**src/rtl/wb_write_queue.sv**
```systemverilog
// -----------------------------------------------------------------------------
// wb_write_queue
//
// Write-back queue in front of the single write port of the 32x64 register
// file. Results from the memory/load path and the ALU path are merged into one
// in-order FIFO and drained at one register-file write per cycle. Writes
// aimed at X31, the hardwired zero register, are accepted and then dropped.
//
// Optional feature (compile-time macro WB_FORWARD_EN):
//   When defined, lookupReg is compared against every pending write. Pending
//   writes are the queued entries plus the write currently being presented
//   to the register file. lookupData returns the youngest match.
//   When undefined, lookupHit and lookupData are tied to zero.
//
// Ports:
//   clk        in   system clock, all state updates on the rising edge
//   reset      in   synchronous, active-low, clears all control state
//   mem_valid  in   memory-path result valid
//   mem_ready  out  memory-path result accepted (when mem_valid=1)
//   mem_reg    in   memory-path destination register [ADDR_W]
//   mem_data   in   memory-path result [DATA_W]
//   alu_valid  in   ALU result valid
//   alu_ready  out  ALU result accepted (when alu_valid=1)
//   alu_reg    in   ALU destination register [ADDR_W]
//   alu_data   in   ALU result [DATA_W]
//   regWrite   out  register-file write enable (registered)
//   writeReg   out  register-file write index (registered)
//   writeData  out  register-file write data (registered)
//   count      out  occupied entries [$clog2(DEPTH)+1]
//   full       out  count == DEPTH
//   empty      out  count == 0
//   lookupReg  in   forwarding query index
//   lookupHit  out  a pending write to lookupReg exists
//   lookupData out  youngest pending data for lookupReg
// -----------------------------------------------------------------------------
module wb_write_queue #(
  parameter int DEPTH  = 4,
  parameter int DATA_W = 64,
  parameter int ADDR_W = 5
) (
  input  logic                    clk,
  input  logic                    reset,
  input  logic                    mem_valid,
  output logic                    mem_ready,
  input  logic [ADDR_W-1:0]       mem_reg,
  input  logic [DATA_W-1:0]       mem_data,
  input  logic                    alu_valid,
  output logic                    alu_ready,
  input  logic [ADDR_W-1:0]       alu_reg,
  input  logic [DATA_W-1:0]       alu_data,
  output logic                    regWrite,
  output logic [ADDR_W-1:0]       writeReg,
  output logic [DATA_W-1:0]       writeData,
  output logic [$clog2(DEPTH):0]  count,
  output logic                    full,
  output logic                    empty,
  input  logic [ADDR_W-1:0]       lookupReg,
  output logic                    lookupHit,
  output logic [DATA_W-1:0]       lookupData
);

  localparam int PW = $clog2(DEPTH);
  localparam int CW = PW + 1;
  localparam logic [ADDR_W-1:0] ZERO_REG = ADDR_W'(31);

  // Queue storage: data only, never reset (validity comes from the pointers).
  logic [ADDR_W-1:0] r_ent_reg  [DEPTH];
  logic [DATA_W-1:0] r_ent_data [DEPTH];

  // Control state.
  logic [PW-1:0]     r_head;
  logic [PW-1:0]     r_tail;
  logic [CW-1:0]     r_count;
  logic              r_regWrite;
  logic [ADDR_W-1:0] r_writeReg;
  logic [DATA_W-1:0] r_writeData;

  logic              w_mem_push;
  logic              w_alu_push;
  logic              w_pop;
  logic [1:0]        w_push_cnt;
  logic [PW-1:0]     w_alu_slot;
  logic [CW-1:0]     w_count_next;

  // Ready looks only at the registered count: a pop in this same cycle does
  // not free space until the next cycle, so overflow cannot happen. The ALU
  // path gives up one slot whenever the memory path is also offering.
  assign mem_ready = (r_count < CW'(DEPTH));
  assign alu_ready = mem_valid ? (r_count < CW'(DEPTH - 1))
                               : (r_count < CW'(DEPTH));

  // X31 transfers complete the handshake but never occupy an entry.
  assign w_mem_push = mem_valid & mem_ready & (mem_reg != ZERO_REG);
  assign w_alu_push = alu_valid & alu_ready & (alu_reg != ZERO_REG);
  assign w_pop      = (r_count != '0);

  assign w_push_cnt   = {1'b0, w_mem_push} + {1'b0, w_alu_push};
  // The mem entry is the older one; the ALU entry lands behind it.
  assign w_alu_slot   = r_tail + PW'(w_mem_push);
  assign w_count_next = r_count + CW'(w_push_cnt) - CW'(w_pop);

  // Control registers: pointers, occupancy and the register-file write port.
  always_ff @(posedge clk) begin
    if (!reset) begin
      r_head      <= '0;
      r_tail      <= '0;
      r_count     <= '0;
      r_regWrite  <= 1'b0;
      r_writeReg  <= '0;
      r_writeData <= '0;
    end else begin
      r_count <= w_count_next;
      r_tail  <= r_tail + PW'(w_push_cnt);
      if (w_pop) begin
        r_head      <= r_head + PW'(1);
        r_regWrite  <= 1'b1;
        r_writeReg  <= r_ent_reg[r_head];
        r_writeData <= r_ent_data[r_head];
      end else begin
        r_regWrite  <= 1'b0;
      end
    end
  end

  // Entry storage. A write during reset is harmless: the pointers are cleared
  // in the same edge, so the slot is never considered valid.
  always_ff @(posedge clk) begin
    if (w_mem_push) begin
      r_ent_reg[r_tail]  <= mem_reg;
      r_ent_data[r_tail] <= mem_data;
    end
    if (w_alu_push) begin
      r_ent_reg[w_alu_slot]  <= alu_reg;
      r_ent_data[w_alu_slot] <= alu_data;
    end
  end

  assign regWrite  = r_regWrite;
  assign writeReg  = r_writeReg;
  assign writeData = r_writeData;
  assign count     = r_count;
  assign full      = (r_count == CW'(DEPTH));
  assign empty     = (r_count == '0);

`ifdef WB_FORWARD_EN
  logic              w_hit;
  logic [DATA_W-1:0] w_fwd;

  // Scan from oldest to youngest so that later matches overwrite earlier
  // ones: the presented write first, then queue entries from head to tail.
  always_comb begin
    w_hit = 1'b0;
    w_fwd = '0;
    if (r_regWrite && (r_writeReg == lookupReg)) begin
      w_hit = 1'b1;
      w_fwd = r_writeData;
    end
    for (int i = 0; i < DEPTH; i++) begin
      if ((CW'(i) < r_count) && (r_ent_reg[r_head + PW'(i)] == lookupReg)) begin
        w_hit = 1'b1;
        w_fwd = r_ent_data[r_head + PW'(i)];
      end
    end
    // The zero register never has a meaningful pending value.
    if (lookupReg == ZERO_REG) begin
      w_hit = 1'b0;
      w_fwd = '0;
    end
  end

  assign lookupHit  = w_hit;
  assign lookupData = w_fwd;
`else
  logic w_unused_lookup;
  assign w_unused_lookup = ^lookupReg;
  assign lookupHit  = 1'b0;
  assign lookupData = '0;
`endif

endmodule

```
**config.mk**
```make
export PLATFORM = sky130hd
export DESIGN_NAME = wb_write_queue
export DESIGN_NICKNAME = d
export VERILOG_FILES = /design/src/rtl/wb_write_queue.sv
export SDC_FILE = /design/constraint.sdc
export NUM_CORES = 1
export LEC_CHECK = 0
export ABC_AREA = 1
export CAP_MARGIN = 20
export CORE_MARGIN = 2
export CORE_UTILIZATION = 25
export CTS_CLUSTER_SIZE = 30
export DETAILED_ROUTE_END_ITERATION = 6
export PLACE_DENSITY = 0.41
export SYNTH_ARGS = -nofsm -noshare
export SYNTH_HDL_FRONTEND = slang
export SYNTH_SLANG_ARGS = --single-unit
```
**constraint.sdc**
```tcl
create_clock -name clk -period 5.4 [get_ports clk]
set_input_delay 1.62 -clock clk [delete_from_list [all_inputs] [get_ports clk]]
set_output_delay 1.62 -clock clk [all_outputs]
set_load 0.01 [all_outputs]
```
==> impl_metrics.yaml <==
route:
  ant_nets: 0
  wire_per_inst_um: 19.54
  drt_iter0_markers: 1106
  drc_errors: 0
  num_vias: 15260
  first_pass_iters: 6
  drt-total-wl_mm: 65.55
  viasPerCell: 4.548
critical_path:
  cp_slowest_cell: "clkdlybuf4s50_1"
  cpMostUsedCell: "clkdlybuf4s50_1"
  cp_slowest_stage_delay_ns: 0.52
  crit_path_max_fanout: 2
  crit_chain: "clkdlybuf4s50_1 -> nand3_1 -> nand2_1 -> inv_1 -> clkdlybuf4s50_1"
  crit_required_ns: 3.78
  regToRegSetupSlack_ns: 2.47
  reg2regPathDepth: 7
  r2r_start: "count[2]$_SDFF_PN0_"
  crit_path_end_kind: "primary output"
  crit_buf_inv: 3
  crit_type: "input port to primary output"
  setup.worst_path.start_class: "input port"
  reg2reg_to: "writeData[17]$_SDFFE_PN0N_"
  path_delay_family: "buffers and inverters"
  critical_path_arrival_ns: 2.75
synth:
  yosys-top-cells-area: "edfxtp_1, nand2_1, nand3_1"
  yosys_warnings: 0
  ys_seq_elements: 353
  synth_most_common_cell: "nand2_1"
  synth-edff-count: 276
  yosys.area.top_type: "edfxtp_1"
  ys_async_sr_fraction_pct: 0
  syn-cell-area_um2: 18090
  yosys-top-cells-count: "nand2_1, nand3_1, nor2_1"
  ys_seq_area_share_pct: 54.33
  ys.flop_type: "edfxtp_1"
  synth.avg_cell_area_um2: 8.087
  netlist_instances: 2237
  netlist-cell-type-count: 25
  synth_top_area_share_pct: 45.81
grt:
  antenna_found_initial: 4
  grt_max_degree: 145
  grt_pass1_wl_mm: 96.76
  grt-ovfl-total: 0
  grt_pass1_vias: 14830
  track_usage_pct: 17.33
die:
  die_h_um: 273.0
  rows: 98
  initial_utilization_pct: 25.26
  core_region_area_um2: 71610
  die_area_um2: 74530
  ios: 289
  fp.dieW_um: 273.0
layout:
  nets: 2525
  final_cells: 3354
  stdcell_area_um2: 22350
  drive_gt1_share_pct: 4.453
  largest_reg_flops: 256
  area_delta_synth_final_pct: 23.56
clock_tree:
  cts_buffers: 44
  cts_root_buf: "clkbuf_16"
  cts_buffer_depth: 3
  cts_resized: 0
  insertion_delay_ns: 0.56
  post_cts_buffers: 0
  numClockSinks: 353
  clk_pin_slew_worst_paths_ns: 0.06
  hold_buffers: 0
  cts_tree: "built"
  htreeDepth: 2
placed_design:
  gp_congestion: 0.7269
  dp_hpwl_mm: 32.98
  placed_cell_area_um2: 21020
  io_buffers: 218
  placed_cells: 3275
  pre_cts_ws_ns: 0.6890
timing:
  setup_violations: 0
  fin_skew_ns: 0.01022
  tightest_slew_ns: 1.013
  setup_slack_ns: 1.027
  fin_crit_ns: 4.373
  final_max_slew_viol_count: 0
  timing.final.crit_share_pct: 80.98
  rsz0062_at_grt: "false"
  fin_tns_setup_ns: 0
  relSlewSlack_pct: 32.45
  whs_ns: 0.5515
  hold_violations: 0
  fmax_ghz: 0.2287
worst_hold_path:
  min_path_type: "flip-flop to flip-flop"
  whs_path_depth: 4
  min_from: "r_ent_data[1][36]$_DFFE_PP_"
  hold_path_end: "writeData[36]$_SDFFE_PN0N_"
pwr:
  internal_power_w: 0.007512
  p_sw_w: 0.005554
  power_switching_share_pct: 42.51
  peakVddDrop_mv: 0.6253
  p_seq_share_pct: 35.0
  p_per_area_nw_per_um2: 584.5
  pwr-share-comb_pct: 43.4
  pwr-share-clk_pct: 21.6
  p_leak_nw: 9.784
run:
  cap_violations: 0
outcome:
  status: "finished, final reports clean"
[cell type report]
class / count / area, um2
Fill cell: 7488 / 49250
Sequential cell: 353 / 9837
Timing Repair Buffer: 245 / 2582
Tap cell: 950 / 1189
Clock inverter: 14 / 97.59
Multi-Input combinational cell: 1570 / 6815
Antenna cell: 1 / 2.502
Inverter: 157 / 593.1
Clock buffer: 64 / 1237
[routing by layer]
metal	routed length [um]	vias up	global-route usage, %
met5	34	-	0
met3	3610	87	2.768
met1	28280	7242	22.34
li1	-	7465	-
met4	1204	6	4.041
met2	32420	455	30.31
[power groups by stage]
stage          Sequential [W]  Clock [W]  Combinational, W
2_1_floorplan         0.00461          0           0.00325
3_3_place_gp          0.00462          0           0.00575
4_1_cts               0.00459    0.00292           0.00578
5_1_grt               0.00467    0.00302           0.00634
3_5_place_dp          0.00464          0           0.00576
6_report              0.00457    0.00283           0.00567
[metrics by stage]
step	total power (W)	util (%)
2_1_floorplan	0.007857	-
3_3_place_gp	0.01038	29.35
3_5_place_dp	0.01039	29.35
4_1_cts	0.01328	31.21
5_1_grt	0.01403	31.22
6_report	0.01307	31.22
[cell usage in the layout, fill, tap and decap left out, types with 2 or more instances in the layout]
| cell | synthesis | routed |
|---|---|---|
| ha_1 | 6 | 6 |
| buf_4 | 71 | 12 |
| clkinv_2 | 0 | 9 |
| a21oi_1 | 4 | 4 |
| o21ai_0 | 209 | 209 |
| nand3_1 | 348 | 348 |
| nor2_1 | 283 | 282 |
| nor2_4 | 2 | 5 |
| xnor2_1 | 2 | 2 |
| inv_1 | 155 | 155 |
| nand2_4 | 0 | 9 |
| conb_1 | 1 | 65 |
| clkinv_1 | 0 | 3 |
| clkbuf_1 | 72 | 15 |
| clkbuf_8 | 0 | 4 |
| clkdlybuf4s50_1 | 0 | 217 |
| dfxtp_4 | 0 | 2 |
| clkbuf_16 | 0 | 45 |
| nand4_1 | 5 | 5 |
| nand2_1 | 638 | 629 |
| edfxtp_1 | 276 | 276 |
| dfxtp_1 | 77 | 75 |
| buf_12 | 0 | 16 |
[how the worst max path moves through the flow]
stage / startpoint / end / slack [ns] / cells after the start
detailed placement: mem_reg[1] / r_ent_data[3][37]$_DFFE_PP_ / 0.69 / 11
floorplan: mem_reg[1] / r_ent_data[1][0]$_DFFE_PP_ / 0.50 / 10
global placement: mem_reg[1] / r_ent_data[3][37]$_DFFE_PP_ / 0.69 / 11
CTS: mem_valid / alu_ready / 1.02 / 5
global route: mem_valid / alu_ready / 0.99 / 5
finish: mem_valid / alu_ready / 1.03 / 5
[worst min-delay path, delay by kind of cell, from the launching register on]
family	cells	cell delay, ns
flip-flops	1	0.31
buffers and inverters	1	0.04
AND/OR/NAND/NOR	2	0.11
AO/OA/AOI/OAI	1	0.07
[cell families (layout without fill, tap and decap cells)]
group | count (synthesis) | count (layout) | synth area share (%)
AOI/OAI and AO/OA | 213 | 213 | 5.893
xor gates and xnor gates | 4 | 4 | 0.2352
adders and majority gates | 7 | 7 | 0.5256
buffers and inverters | 378 | 480 | 9.793
DFF | 353 | 353 | 54.33
other | 1 | 66 | 0.02073
and+or+nand+nor | 1281 | 1281 | 29.20
Note: power is estimated with default switching activity, not from simulation.
